File: src/rtl/flght_pkg.sv
// Shared definitions for the flight sequencer: state encodings, default
// timing parameters and the thrust step helper.
package flght_pkg;

    typedef enum logic [2:0] {
        ST_IDLE  = 3'd0,
        ST_CAL   = 3'd1,
        ST_READY = 3'd2,
        ST_FLY   = 3'd3,
        ST_LAND  = 3'd4,
        ST_FAULT = 3'd5
    } flght_state_e;

    localparam int CAL_TIMEOUT_DEF = 65536;
    localparam int VLD_TIMEOUT_DEF = 1024;
    localparam int RAMP_DIV_DEF    = 256;
    localparam int THRST_W         = 9;

    // One step toward the target; never passes it and never wraps.
    function automatic logic [THRST_W-1:0] step_toward(
        input logic [THRST_W-1:0] cur,
        input logic [THRST_W-1:0] tgt
    );
        if (cur < tgt) begin
            return cur + 9'd1;
        end
        if (cur > tgt) begin
            return cur - 9'd1;
        end
        return cur;
    endfunction

endpackage

File: src/rtl/flght_wdog.sv
// Inactivity watchdog: expires when TIMEOUT consecutive cycles pass without
// a kick while not held in clear. A kick in the final cycle still rescues it.
module flght_wdog
    import flght_pkg::*;
#(
    parameter int TIMEOUT = VLD_TIMEOUT_DEF
) (
    input  logic clk,
    input  logic rst_n,
    input  logic clr,
    input  logic kick,
    output logic expired
);

    localparam int W = (TIMEOUT > 1) ? $clog2(TIMEOUT) : 1;

    logic [W-1:0] cnt_reg;

    assign expired = !clr && !kick && (cnt_reg == W'(TIMEOUT - 1));

    always_ff @(posedge clk or negedge rst_n) begin
        if (!rst_n) begin
            cnt_reg <= '0;
        end else if (clr || kick) begin
            cnt_reg <= '0;
        end else if (!expired) begin
            cnt_reg <= cnt_reg + 1'b1;
        end
    end

endmodule

File: src/rtl/flght_seq.sv
// Flight sequencer: calibration, arming, rate-limited thrust ramp, landing
// and latched fault handling. All outputs come straight from registers.
module flght_seq
    import flght_pkg::*;
#(
    parameter int CAL_TIMEOUT = CAL_TIMEOUT_DEF,
    parameter int VLD_TIMEOUT = VLD_TIMEOUT_DEF,
    parameter int RAMP_DIV    = RAMP_DIV_DEF
) (
    input  logic                clk,
    input  logic                rst_n,
    input  logic                strt_cal,
    input  logic                cal_done,
    input  logic                arm,
    input  logic                disarm,
    input  logic                vld,
    input  logic [THRST_W-1:0]  thrst_cmd,
    output logic                inertial_cal,
    output logic [THRST_W-1:0]  thrst,
    output logic                motors_en,
    output logic                fault,
    output logic [2:0]          state
);

    localparam logic [2:0] IDLE  = ST_IDLE;
    localparam logic [2:0] CAL   = ST_CAL;
    localparam logic [2:0] READY = ST_READY;
    localparam logic [2:0] FLY   = ST_FLY;
    localparam logic [2:0] LAND  = ST_LAND;
    localparam logic [2:0] FAULT = ST_FAULT;

    localparam int CW = (CAL_TIMEOUT > 1) ? $clog2(CAL_TIMEOUT) : 1;
    localparam int RW = (RAMP_DIV > 1) ? $clog2(RAMP_DIV) : 1;

    logic [2:0]         state_reg, state_next;
    logic               fault_reg, fault_next;
    logic [THRST_W-1:0] thrst_reg, thrst_next;
    logic [CW-1:0]      cal_cnt_reg, cal_cnt_next;
    logic [RW-1:0]      tick_reg, tick_next;
    logic               motors_en_reg, inertial_cal_reg;

    logic               wdog_expired;
    logic               cal_expired;
    logic               tick_wrap;
    logic               ramping_next;
    logic [THRST_W-1:0] target;

    flght_wdog #(
        .TIMEOUT (VLD_TIMEOUT)
    ) u_wdog (
        .clk     (clk),
        .rst_n   (rst_n),
        .clr     (state_reg != FLY),
        .kick    (vld),
        .expired (wdog_expired)
    );

    assign cal_expired = (state_reg == CAL) && (cal_cnt_reg == CW'(CAL_TIMEOUT - 1));
    assign tick_wrap   = ((state_reg == FLY) || (state_reg == LAND)) &&
                         (tick_reg == RW'(RAMP_DIV - 1));

    always_comb begin
        state_next = state_reg;
        fault_next = fault_reg;
        case (state_reg)
            IDLE: begin
                if (strt_cal) begin
                    state_next = CAL;
                end
            end
            CAL: begin
                if (cal_done) begin
                    state_next = READY;
                end else if (cal_expired) begin
                    state_next = FAULT;
                    fault_next = 1'b1;
                end
            end
            READY: begin
                if (disarm) begin
                    state_next = READY;
                end else if (arm) begin
                    state_next = FLY;
                end else if (strt_cal) begin
                    state_next = CAL;
                end
            end
            FLY: begin
                if (wdog_expired) begin
                    state_next = LAND;
                    fault_next = 1'b1;
                end else if (disarm) begin
                    state_next = LAND;
                end
            end
            LAND: begin
                if (thrst_reg == '0) begin
                    state_next = fault_reg ? FAULT : IDLE;
                end
            end
            FAULT: begin
                fault_next = 1'b1;
            end
            default: begin
                state_next = IDLE;
            end
        endcase
    end

    // The ramp tick restarts whenever the ramping state is (re)entered.
    always_comb begin
        ramping_next = (state_next == FLY) || (state_next == LAND);
        tick_next    = '0;
        if (ramping_next && (state_next == state_reg)) begin
            tick_next = tick_wrap ? '0 : tick_reg + 1'b1;
        end

        cal_cnt_next = '0;
        if ((state_reg == CAL) && (state_next == CAL)) begin
            cal_cnt_next = cal_cnt_reg + 1'b1;
        end

        // Leaving flight for landing retargets the ramp at zero immediately.
        target     = (state_next == FLY) ? thrst_cmd : '0;
        thrst_next = thrst_reg;
        if (tick_wrap) begin
            thrst_next = step_toward(thrst_reg, target);
        end
        if (!ramping_next) begin
            thrst_next = '0;
        end
    end

    always_ff @(posedge clk or negedge rst_n) begin
        if (!rst_n) begin
            state_reg        <= IDLE;
            fault_reg        <= 1'b0;
            thrst_reg        <= '0;
            cal_cnt_reg      <= '0;
            tick_reg         <= '0;
            motors_en_reg    <= 1'b0;
            inertial_cal_reg <= 1'b0;
        end else begin
            state_reg        <= state_next;
            fault_reg        <= fault_next;
            thrst_reg        <= thrst_next;
            cal_cnt_reg      <= cal_cnt_next;
            tick_reg         <= tick_next;
            motors_en_reg    <= (state_next == CAL) || ramping_next;
            inertial_cal_reg <= (state_next == CAL);
        end
    end

    assign state        = state_reg;
    assign fault        = fault_reg;
    assign thrst        = thrst_reg;
    assign motors_en    = motors_en_reg;
    assign inertial_cal = inertial_cal_reg;

endmodule

File: config.mk
export PLATFORM = sky130hd
export DESIGN_NAME = flght_seq
export DESIGN_NICKNAME = d
export VERILOG_FILES = /design/src/rtl/flght_pkg.sv /design/src/rtl/flght_wdog.sv /design/src/rtl/flght_seq.sv
export SDC_FILE = /design/constraint.sdc
export NUM_CORES = 1
export LEC_CHECK = 0
export ABC_AREA = 1
export CAP_MARGIN = 20
export CELL_PAD_IN_SITES_DETAIL_PLACEMENT = 0
export CELL_PAD_IN_SITES_GLOBAL_PLACEMENT = 1
export CORE_MARGIN = 3
export CORE_UTILIZATION = 39
export CTS_CLUSTER_DIAMETER = 80
export DETAILED_ROUTE_END_ITERATION = 6
export PLACE_DENSITY = 0.75
export SKIP_CTS_REPAIR_TIMING = 1
export SLEW_MARGIN = 20
export SYNTH_ARGS = -nofsm -noshare
export SYNTH_HDL_FRONTEND = slang
export SYNTH_HIERARCHICAL = 1
export SYNTH_SLANG_ARGS = --single-unit
export TNS_END_PERCENT = 100
File: constraint.sdc
create_clock -name clk -period 3.4 [get_ports clk]
set_input_delay 0.34 -clock clk [delete_from_list [all_inputs] [get_ports clk]]
set_output_delay 0.34 -clock clk [all_outputs]
set_load 0.02 [all_outputs]
---- After elaboration in Yosys (flattened, before gate mapping) ----
Index checks and enable logic that the tools add are counted.
storage, ports and cells
  bits in registers ....................... 49
  latch bits .............................. 0
  RAM bits ................................ 0
  memory bits (read-only) ................. 0
  input bits .............................. 16
  output and inout port bits .............. 15
  word-level logic and storage cells ...... 82
  memories kept ........................... 0
cells by class
  add/sub/neg operators ................... 5
  multiply operators ...................... 0
  div/mod/pow operators ................... 0
  magnitude comparators ................... 2
  equality and inequality tests ........... 19
  shift-type cells ........................ 0
  multiplexer cells ....................... 31
  bitwise logic cells ..................... 0
  reduce and logical (&&, ||, !) cells .... 17
operators by type and width
  kind                                                                 number
  9-bit two-way mux                                                    7
  3-bit two-way mux                                                    9
  10-bit two-way mux                                                   2
  3-bit one-hot mux with 6 select lines                                1
  16-bit by 1-bit adder with 16-bit output (second input constant)     1
  16-bit == test (second input constant)                               1
  16-bit two-way mux                                                   1
  8-bit two-way mux                                                    2
  10-bit by 1-bit adder with 10-bit output (second input constant)     1
  10-bit == test (second input constant)                               1
  9-bit by 1-bit adder with 9-bit output (second input constant)       1
  3-bit by 2-bit == test with 1-bit output (second input constant)     3
  3-bit == test (second input constant)                                3
  9-bit > comparator                                                   1
  9-bit logical NOT                                                    1
  9-bit less-than comparator                                           1
  9-bit by 1-bit subtractor with 9-bit output (second input constant)  1
  8-bit by 1-bit adder with 8-bit output (second input constant)       1
  8-bit == test (second input constant)                                1
  1-bit two-way mux                                                    8
  2-bit != test (second input constant)                                4
  3-bit by 1-bit == test with 1-bit output (second input constant)     2
  1-bit logical AND                                                    6
  1-bit logical OR                                                     4
  other kinds (10)                                                     11

---- Depth between registers and ports, before layout ----
Gate-level depths: netlist (run 1).
  word-level depth ........................ 17
  mapped depth ............................ 29
  gate-level depth less buffers ........... 29

---- Hierarchy ----
The synthesis (run 1) kept the hierarchy.
modules (own cells, without submodules)
  module      instances  cells each  area each (um^2)  sequential area each (um^2)
  flght_seq   1          363         2,761.4           975.9
  flght_wdog  1          84          611.8             250.2

---- Worst setup path after synthesis (run 1) ----
OpenSTA, ideal clock, no wires.
  path type ............................... register to register
  from .................................... register state_reg[2] (netlist: state[2])
  to ...................................... register thrst_reg[2] (netlist: thrst[2])
  arrival time ............................ 3,207 ps
  required time ........................... 3,284 ps
  path slack .............................. 77 ps
  stages on the path, launching flop included .. 25
  period minus slack after synthesis ...... 3,323 ps
  cells stage by stage .................... dfrtp_1 -> inv_4 -> nand3_4 -> inv_1 -> nand2_1 -> nor2_1 -> inv_1 -> nor2_4 -> nor2_2 -> nand2_4 -> nand2_4 -> nor2_8 -> inv_4 -> nand2_2 -> inv_1 -> nand2_1 -> ha_1 -> a21o_1 -> nor2_1 -> nand3_1 -> a21oi_2 -> buf_2 -> nand4_1 -> nand2_1 -> nor2_1
between the ends
  cells in the longest elaborated chain, start to end .. 14
  elaborated cells on any way between the ends .. 41
  classes of those cells .................. order compare (2); eq/ne (10); mux (20); reduce/logical (9)
ends and longest elaborated chain
  what                                                                                                   line                                text
  from (decl)                                                                                            flght_seq.sv:35                     logic [2:0] state_reg, state_next;
  from (signal assigned)                                                                                 flght_seq.sv:144                    state_reg <= state_next;
  3-bit by 2-bit != test with 1-bit output (*)                                                           flght_seq.sv:53                     .clr (state_reg != FLY),
  1-bit logical NOT (*)                                                                                  flght_wdog.sv:19                    assign expired = !clr && !kick && (cnt_reg == W'(TIMEOUT - 1));
  1-bit logical AND (*) (2 in series)                                                                    flght_wdog.sv:19
  named net wdog_expired                                                                                 flght_seq.sv:42                     logic wdog_expired;
  3-bit two-way mux (*)                                                                                  flght_seq.sv:89                     if (wdog_expired) begin
  3-bit one-hot mux with 6 select lines (*)                                                              flght_seq.sv:65                     case (state_reg)
  named net state_next[1]                                                                                flght_seq.sv:35
  3-bit by 2-bit == test with 1-bit output                                                               flght_seq.sv:112, flght_seq.sv:124
  9-bit two-way mux                                                                                      flght_seq.sv:124                    target = (state_next == FLY) ? thrst_cmd : '0;
  9-bit > comparator / 9-bit less-than comparator (equally long branches)                                flght_pkg.sv:27, flght_pkg.sv:24
  1-bit two-way mux, or another cell as far along (2 in series)                                          flght_pkg.sv:27                     if (cur > tgt) begin
  1-bit two-way mux / 9-bit two-way mux (equally long branches)                                          flght_seq.sv:126, flght_pkg.sv:27
  3-bit by 1-bit != test with 1-bit output (no source line) / 9-bit two-way mux (equally long branches)  --
  2-bit AND reduction (no source line) / 9-bit two-way mux (equally long branches)                       --
  to (signal assigned)                                                                                   flght_seq.sv:146                    thrst_reg <= thrst_next;
  to (decl)                                                                                              flght_seq.sv:37                     logic [THRST_W-1:0] thrst_reg, thrst_next;
Mark *: on every way through the listed nets, which the timed path passes. The rest lies on a longest branch. The select of a mux whose other input is x is not followed.
A chain may end at the register's enable or synchronous reset.

---- Worst setup path after layout (run 1) ----
  from .................................... register u_wdog.cnt_reg[0]
  to ...................................... register thrst_reg[8] (netlist: thrst[8])
between the ends
  cells in the longest elaborated chain, start to end .. 12
  elaborated cells on any way between the ends .. 23
  classes of those cells .................. order compare (2); eq/ne (5); mux (13); reduce/logical (3)
ends and longest elaborated chain
  what                                                                                                   line                                text
  from (decl)                                                                                            flght_wdog.sv:17                    logic [W-1:0] cnt_reg;
  from (signal assigned)                                                                                 flght_wdog.sv:27                    cnt_reg <= cnt_reg + 1'b1;
  10-bit == test (*)                                                                                     flght_wdog.sv:19
  1-bit logical AND (*)                                                                                  flght_wdog.sv:19
  named net wdog_expired                                                                                 flght_seq.sv:42
  3-bit two-way mux (*)                                                                                  flght_seq.sv:89
  3-bit one-hot mux with 6 select lines (*)                                                              flght_seq.sv:65
  named net state_next[0]                                                                                flght_seq.sv:35
  3-bit by 2-bit == test with 1-bit output                                                               flght_seq.sv:112, flght_seq.sv:124
  9-bit two-way mux                                                                                      flght_seq.sv:124
  9-bit > comparator / 9-bit less-than comparator (equally long branches)                                flght_pkg.sv:27, flght_pkg.sv:24
  1-bit two-way mux, or another cell as far along (2 in series)                                          flght_pkg.sv:27
  1-bit two-way mux / 9-bit two-way mux (equally long branches)                                          flght_seq.sv:126, flght_pkg.sv:27
  3-bit by 1-bit != test with 1-bit output (no source line) / 9-bit two-way mux (equally long branches)  --
  2-bit AND reduction (no source line) / 9-bit two-way mux (equally long branches)                       --
Marked as above.

==> results of run 1 <==
[power groups by stage]
stage	clock [uW]	combinational, uW	sequential, uW
after floorplan	0	783	714
after global placement	0	1230	669
after detailed placement	0	1250	669
after CTS	447	1260	658
after global routing	467	1460	665
final	431	1300	657
[cell usage after synthesis, drive strengths merged]
cell    instances
a21o            1
a21oi           8
buf             3
clkinv          1
dfrtp          49
ha             15
inv            57
nand2         124
nand3          48
nand3b          5
nand4          16
nor2           78
nor3            6
nor4            2
o21ai           7
o21bai          1
o22ai           1
o41ai           1
or2             2
xnor2          10
xor2           12
[worst paths after layout]
check	slack, ns	depth (start not counted)	startpoint	endpoint
worst min-delay path	0.12	1	rst_n	u_wdog/cnt_reg[7]
max in group asynchronous	2.54	2	rst_n	state[1]
worst max-delay path	0.32	26	u_wdog/cnt_reg[0]	thrst[8]
worst max register to register	0.32	26	u_wdog/cnt_reg[0]	thrst[8]
min in group clk	0.46	1	cal_cnt_reg[0]	cal_cnt_reg[0]
worst min register to register	0.46	1	cal_cnt_reg[0]	cal_cnt_reg[0]
[worst max-delay path, cell delays in order, from the launching register on]
cell and delay (ns):
dfrtp_1 0.42, ha_1 0.24, nand2_2 0.11, nor2_4 0.06, nand3_4 0.08, nor2_4 0.04
nor2_2 0.16, nand2_4 0.08, inv_2 0.05, nor2_1 0.03, nand2_1 0.08, nand2_2 0.07
inv_2 0.12, nand2_1 0.08, ha_1 0.31, nand2_2 0.10, buf_4 0.10, a21oi_1 0.03
nor2_1 0.11, nand3_2 0.12, buf_4 0.15, buf_4 0.12, nand3_1 0.08, nand3_1 0.08
nand2_1 0.06, nand2_1 0.05, nor2_1 0.09
[metrics by stage]
step	hold WS, ns	setup slack, ns	instances	utilization [%]
CTS	0.143	0.0133	610	48.8
floorplan	0.0444	0.0772	447	-
detailed placement	0.458	-0.123	602	47.5
finish	0.116	0.315	615	49.5
global placement	0.450	0.0306	602	47.5
global route	0.169	-0.0106	615	49.5
[layer usage]
metal / wire [um] / vias up / track usage, % / part of all wire (%)
met5: 0 / - / 0 / 0
met4: 60 / 0 / 4.73 / 0.79
met3: 251 / 4 / 2.69 / 3.3
met2: 3630 / 48 / 27.2 / 48
met1: 3670 / 1364 / 22.3 / 48
li1: - / 1548 / - / -
[area by class of cell]
type	instances	area share, %
clock inverter	3	1.07
multi-input combinational	337	46.4
tap	105	3.20
clock buffer	5	1.68
sequential	49	29.9
inverter	58	5.42
timing repair buffer	58	12.4
[kinds of logic (layout without fill, tap and decap cells)]
| logic type | after synthesis | count (layout) |
|---|---|---|
| compound gates | 19 | 19 |
| xor+xnor | 22 | 22 |
| fa+ha+maj | 15 | 15 |
| buf+inv | 61 | 124 |
| flops | 49 | 49 |
| simple gates | 281 | 281 |
==> impl_metrics.prom, run 1 <==
# TYPE chip_impl_metric gauge
chip_impl_info{name="outcome",value="complete, no violations"} 1
chip_impl_metric{name="post_synth_instance_area",unit="sq mm"} 0.00337
chip_impl_metric{name="slew_violations",unit=""} 0
chip_impl_metric{name="worst_ep_arrival_time",unit="ns"} 3.32
chip_impl_metric{name="remaining_routing_drc_violations",unit=""} 0
chip_impl_metric{name="finalInstanceArea",unit="sq mm"} 0.00411
chip_impl_metric{name="yosysTopAreaCellShare",unit="%"} 36.4
chip_impl_metric{name="clock_transition_at_the_register_clock_pins_on_the_worst_setup_and_hold_paths_after_cts",unit="ns"} 0.10
chip_impl_metric{name="synth-warning-count",unit=""} 6
chip_impl_metric{name="rows",unit=""} 33
chip_impl_metric{name="detailroute.via_count",unit=""} 2964
chip_impl_metric{name="grt_overflow_total",unit=""} 0
chip_impl_metric{name="clock.fmax",unit="MHz"} 324
chip_impl_metric{name="ys_seq_elements",unit=""} 49
chip_impl_metric{name="mean_instance_size_in_the_synthesized_netlist",unit="sq um"} 7.55
chip_impl_metric{name="multi_input_area",unit="sq mm"} 0.00190
chip_impl_metric{name="pwr_density_cell",unit="mW/mm^2"} 582
chip_impl_metric{name="core",unit="sq mm"} 0.00830
chip_impl_metric{name="power_switching_share",unit="%"} 43.9
chip_impl_metric{name="synth_compound_gate_area_share",unit="%"} 3.34
chip_impl_metric{name="synth_xor_area_share",unit="%"} 5.71
chip_impl_metric{name="p_switching",unit="uW"} 1050
chip_impl_info{name="path_class",value="reg -> reg"} 1
chip_impl_metric{name="detail_route.vias_per_cell",unit=""} 4.82
chip_impl_metric{name="yosys.cell_types.count",unit=""} 37
chip_impl_metric{name="sum_of_negative_setup_slack",unit="ns"} 0
chip_impl_metric{name="detailed_route_wl",unit="um"} 7620
chip_impl_metric{name="endpoints_failing_setup",unit=""} 0
chip_impl_metric{name="die_h",unit="um"} 99
chip_impl_info{name="clk_root_buffer_cell",value="clkbuf_8"} 1
chip_impl_metric{name="die_w",unit="um"} 99
chip_impl_metric{name="power",unit="uW"} 2390
chip_impl_metric{name="insertedDiodeCount",unit=""} 0
chip_impl_metric{name="fp.dieArea",unit="sq mm"} 0.00980
chip_impl_metric{name="endpoints_failing_hold",unit=""} 0
chip_impl_metric{name="number_of_flip_flops_under_the_largest_register_name",unit=""} 16
chip_impl_metric{name="via_count_of_the_first_global_routing_pass",unit=""} 2928
chip_impl_metric{name="place.gp.congestion",unit=""} 0.892
chip_impl_metric{name="dr.first_iter.drc_count",unit=""} 123
chip_impl_metric{name="num_io_pins",unit=""} 31
chip_impl_metric{name="fin_skew",unit="ns"} 0.0115
chip_impl_metric{name="power_frac_seq",unit="%"} 27.5
chip_impl_metric{name="postRouteAntennaNets",unit=""} 0
chip_impl_metric{name="hpwlAfterDp",unit="um"} 5820
chip_impl_metric{name="leakage",unit="uW"} 0.00197
chip_impl_metric{name="cts_buffer_depth",unit=""} 2
chip_impl_metric{name="design.final.nets",unit=""} 540
chip_impl_info{name="hold_path_class",value="in -> async"} 1
chip_impl_metric{name="power_report.internal_total",unit="uW"} 1340
chip_impl_metric{name="fillerInstances",unit=""} 831
chip_impl_metric{name="numClockSinks",unit=""} 49
chip_impl_metric{name="worstMarginPinSlew",unit="ns"} 0.817
chip_impl_metric{name="average_wire_per_standard_cell",unit="um"} 12.4
chip_impl_metric{name="grt_pass1_wl",unit="um"} 13300
chip_impl_metric{name="globalRouteTotalUtil",unit="%"} 16.5
chip_impl_info{name="yosys.area.top_type",value="dfrtp_1"} 1
chip_impl_metric{name="layout-drive-gt1-share",unit="%"} 17.3
chip_impl_metric{name="firstDrtPassIters",unit=""} 4
chip_impl_metric{name="detailed_place.area",unit="sq mm"} 0.00394
chip_impl_metric{name="timing.max_cap.violations",unit=""} 0
chip_impl_info{name="critPathLaunchType",value="flop"} 1
chip_impl_metric{name="layout_min_cycle_time",unit="ns"} 3.08
chip_impl_metric{name="clock_power_share",unit="%"} 18.0
chip_impl_info{name="synth_top_family_by_area",value="simple AND/OR/NAND/NOR gates"} 1
chip_impl_metric{name="number_of_antenna_violations_at_the_first_check_in_global_routing",unit=""} 0
chip_impl_metric{name="maximum_number_of_pins_on_one_net_before_global_route_repair",unit=""} 35
chip_impl_metric{name="synth.net_count",unit=""} 478
chip_impl_metric{name="gate_count_after_technology_mapping",unit=""} 447
chip_impl_info{name="most_common_cell_after_layout_fill_and_taps_aside",value="nand2_1"} 1
chip_impl_metric{name="period_utilisation_layout",unit="%"} 90.7
chip_impl_metric{name="synth.mux.area_fraction",unit="%"} 0
chip_impl_metric{name="cts-htree-levels",unit=""} 2
chip_impl_metric{name="sequential_cell_area",unit="sq mm"} 0.00123
chip_impl_metric{name="clock_buffers_created_by_tritoncts",unit=""} 5
chip_impl_metric{name="combPwrFrac",unit="%"} 54.5
chip_impl_metric{name="yosysSeqAreaShare",unit="%"} 36.4
chip_impl_metric{name="synthToLayoutAreaGrowth",unit="%"} 21.7
chip_impl_metric{name="worstPathMaxFanout",unit=""} 8
chip_impl_info{name="most-common-layout-cells",value="115 x nand2_1, 55 x nor2_1, 49 x dfrtp_1, 47 x inv_1, 44 x nand3_1"} 1
chip_impl_metric{name="port-buffer-count",unit=""} 30
chip_impl_metric{name="slew_headroom",unit="%"} 45.6
chip_impl_metric{name="worst-endpoint-required",unit="ns"} 3.64
chip_impl_info{name="netlist_top_cells_area",value="dfrtp_1 36%, nand2_1 13%, nand3_1 6.7%"} 1
chip_impl_metric{name="initial_utilization",unit="%"} 40.6
chip_impl_info{name="cts_tree",value="done"} 1
chip_impl_metric{name="irDropWorstVdd",unit="uV"} 330
chip_impl_metric{name="synth-simple-area-share",unit="%"} 41.5
chip_impl_metric{name="worstSkewPairLatency",unit="ns"} 0.31
chip_impl_metric{name="synth_fa_ha_area_share",unit="%"} 5.56
chip_impl_info{name="cp-end-kind",value="flop"} 1
(Power assumes the default switching activity.)
==> inputs of run 2 (changes only) <==
==> constraint.sdc (replaced) <==
create_clock -name clk -period 2.6 [get_ports clk]
set_input_delay 0.26 -clock clk [delete_from_list [all_inputs] [get_ports clk]]
set_output_delay 0.26 -clock clk [all_outputs]
set_load 0.02 [all_outputs]
==> run 2 against run 1 <==
Against the previous run: the run now ends with hold timing, setup timing left; count of clock-buffer cells in the layout did not move; combinational power rose by 48%; sequential share of layout area fell by 2.9 points; final cell count rose by 6.5%; core utilization rose by 5.5 points; total power rose by 37%; via count rose by 6.3%; sequential power rose by 32%; critical endpoint is now thrst[5]; largest cell class unchanged; highest routed layer unchanged.
==> impl_metrics.prom, run 2 (synthesized netlist as in run 1, its figures left out) <==
# TYPE chip_impl_metric gauge
chip_impl_metric{name="groute.layer.met2.usage",unit="%"} 28.1
chip_impl_info{name="cp-end-kind",value="flop"} 1
chip_impl_metric{name="initial_utilization",unit="%"} 40.6
chip_impl_metric{name="layout-drive-gt1-share",unit="%"} 28.2
chip_impl_metric{name="design.final.nets",unit=""} 580
chip_impl_metric{name="die_h",unit="um"} 99
chip_impl_metric{name="firstDrtPassIters",unit=""} 4
chip_impl_info{name="path_class",value="reg -> reg"} 1
chip_impl_metric{name="core",unit="sq mm"} 0.00830
chip_impl_metric{name="worst_ep_arrival_time",unit="ns"} 3.08
chip_impl_metric{name="dr.first_iter.drc_count",unit=""} 86
chip_impl_metric{name="irDropWorstVdd",unit="uV"} 366
chip_impl_metric{name="clock_transition_at_the_register_clock_pins_on_the_worst_setup_and_hold_paths_after_cts",unit="ns"} 0.11
chip_impl_metric{name="postRouteAntennaNets",unit=""} 0
chip_impl_info{name="violations",value="hold timing, setup timing"} 1
chip_impl_metric{name="number_of_flip_flops_under_the_largest_register_name",unit=""} 16
chip_impl_metric{name="leakage",unit="uW"} 0.00220
chip_impl_metric{name="maximum_number_of_pins_on_one_net_before_global_route_repair",unit=""} 28
chip_impl_metric{name="period_utilisation_layout",unit="%"} 109
chip_impl_metric{name="reg2reg_slack",unit="ns"} -0.23
chip_impl_metric{name="num_io_pins",unit=""} 31
chip_impl_metric{name="worstMarginPinSlew",unit="ns"} 0.658
chip_impl_metric{name="clock_buffers_created_by_tritoncts",unit=""} 5
chip_impl_info{name="crit_slowest_cell",value="dfrtp_2"} 1
chip_impl_metric{name="worst-endpoint-required",unit="ns"} 2.85
chip_impl_info{name="cts_tree",value="done"} 1
chip_impl_metric{name="fillerInstances",unit=""} 798
chip_impl_metric{name="slew_headroom",unit="%"} 56.1
chip_impl_info{name="critPathMostFrequentCell",value="nand2_2"} 1
chip_impl_info{name="clk_root_buffer_cell",value="clkbuf_8"} 1
chip_impl_metric{name="remaining_routing_drc_violations",unit=""} 0
chip_impl_metric{name="worstSkewPairLatency",unit="ns"} 0.32
chip_impl_metric{name="grt_overflow_total",unit=""} 0
chip_impl_metric{name="insertedDiodeCount",unit=""} 0
chip_impl_metric{name="layout_min_cycle_time",unit="ns"} 2.83
chip_impl_metric{name="hpwlAfterDp",unit="um"} 6350
chip_impl_metric{name="detail_route.vias_per_cell",unit=""} 4.81
chip_impl_info{name="most_common_cell_after_layout_fill_and_taps_aside",value="nand2_1"} 1
chip_impl_metric{name="detailed_route_wl",unit="um"} 8160
chip_impl_info{name="most-common-layout-cells",value="104 x nand2_1, 64 x buf_4, 51 x nor2_1, 47 x dfrtp_1"} 1
chip_impl_metric{name="fin_skew",unit="ns"} 0.0129
chip_impl_metric{name="worst_path_largest_cell_delay",unit="ns"} 0.44
chip_impl_metric{name="average_wire_per_standard_cell",unit="um"} 12.5
chip_impl_info{name="grt_setup_unrepaired",value="true"} 1
chip_impl_info{name="hold_path_class",value="in -> async"} 1
chip_impl_info{name="worstReg2RegEnd",value="thrst[5]"} 1
chip_impl_metric{name="grt.met3_usage",unit="%"} 2.41
chip_impl_metric{name="clock.fmax",unit="MHz"} 354
chip_impl_info{name="outcome",value="finished with violations"} 1
chip_impl_metric{name="synthToLayoutAreaGrowth",unit="%"} 35.3
chip_impl_metric{name="final.hold.worst_slack",unit="ns"} -0.0486
chip_impl_metric{name="via_count_of_the_first_global_routing_pass",unit=""} 3032
chip_impl_metric{name="number_of_antenna_violations_at_the_first_check_in_global_routing",unit=""} 0
chip_impl_info{name="critPathLaunchType",value="flop"} 1
chip_impl_metric{name="fp.dieArea",unit="sq mm"} 0.00980
chip_impl_metric{name="pwr_density_cell",unit="mW/mm^2"} 719
chip_impl_metric{name="sum_of_negative_setup_slack",unit="ns"} -1.76
chip_impl_metric{name="cts_buffer_depth",unit=""} 2
chip_impl_metric{name="endpoints_failing_hold",unit=""} 26
chip_impl_metric{name="grt_pass1_wl",unit="um"} 13900
chip_impl_metric{name="place.gp.congestion",unit=""} 0.887
chip_impl_info{name="timing.rr.start",value="state[2]"} 1
chip_impl_metric{name="cts-htree-levels",unit=""} 2
chip_impl_metric{name="worstPathMaxFanout",unit=""} 8
chip_impl_metric{name="numClockSinks",unit=""} 49
chip_impl_metric{name="groute.layer.met1.usage",unit="%"} 24.0
chip_impl_metric{name="die_w",unit="um"} 99
chip_impl_metric{name="timing.max_cap.violations",unit=""} 0
chip_impl_metric{name="rows",unit=""} 33
chip_impl_metric{name="worst_slack",unit="ns"} -0.226
chip_impl_metric{name="globalRouteTotalUtil",unit="%"} 17.3
chip_impl_metric{name="slew_violations",unit=""} 0
chip_impl_metric{name="detailroute.via_count",unit=""} 3151
chip_impl_info{name="busiest_layer_in_global_routing",value="met2"} 1
chip_impl_metric{name="ff2ff_path_depth",unit=""} 28
chip_impl_metric{name="port-buffer-count",unit=""} 30
chip_impl_metric{name="endpoints_failing_setup",unit=""} 9
[run 2: cell types whose count changed in the layout (fill, tap and decap cells not counted), moves of 2 or more]
cell,change
nand2_2,+7
buf_4,+37
nor2_4,+4
ha_4,+4
inv_2,+2
nand2_4,+4
nor2_1,-4
dfrtp_1,-2
inv_1,-3
dfrtp_2,+2
ha_1,-5
nand2_1,-11
[run 2: worst max-delay path by stage]
stage,slack (ns),endpoint,depth (start not counted),startpoint
2_1_floorplan,-0.31,thrst[2],27,state[2]
3_3_place_gp,-0.45,thrst[3],26,vld
3_5_place_dp,-0.53,thrst[3],26,vld
4_1_cts,-0.44,thrst[3],25,u_wdog/cnt_reg[0]
5_1_grt,-0.48,thrst[5],26,state[2]
6_report,-0.23,thrst[5],28,state[2]
[run 2: layout make-up]
class | count | area (sq um) | area share (%)
multi-input cells | 337 | 2060 | 45.1
flip-flops and latches | 49 | 1230 | 26.9
clock buffers | 5 | 68.8 | 1.51
clock inverters | 3 | 28.8 | 0.630
inverters | 58 | 225 | 4.93
repair buffers | 98 | 823 | 18.0
well taps | 105 | 131 | 2.88
[run 2: worst max-delay path, delay by kind of cell, from the launching register on]
family	cells	cell delay (ns)
AOI/OAI and AO/OA	1	0.19
adders and majority gates	1	0.21
buffers and inverters	7	0.49
DFF	1	0.44
and+or+nand+nor	19	1.44
[run 2: metal layers]
layer,share of wire (%),vias to the layer above
li1,-,1629
met1,50,1468
met2,46,45
met3,2.9,9
met4,1.3,0
met5,0,-
[run 2: where the power goes]
part	leakage, uW	switching [uW]	total, uW	internal [uW]
clock network	0.0000506	297	499	202
logic	0.00148	1160	1920	756
registers	0.000670	42.6	865	822
total	0.00220	1500	3280	1780
[run 2: stage by stage]
stage / instance area, sq um / total power [uW] / instances / setup WS [ns] / util (%)
final: 4560 / 3280 / 655 / -0.226 / 55.0
after global routing: 4560 / 3530 / 655 / -0.478 / 55.0
after detailed placement: 4290 / 2660 / 641 / -0.526 / 51.7
after floorplan: 3430 / 2050 / 447 / -0.306 / -
after CTS: 4390 / 3170 / 649 / -0.435 / 52.9
after global placement: 4290 / 2630 / 641 / -0.450 / 51.7
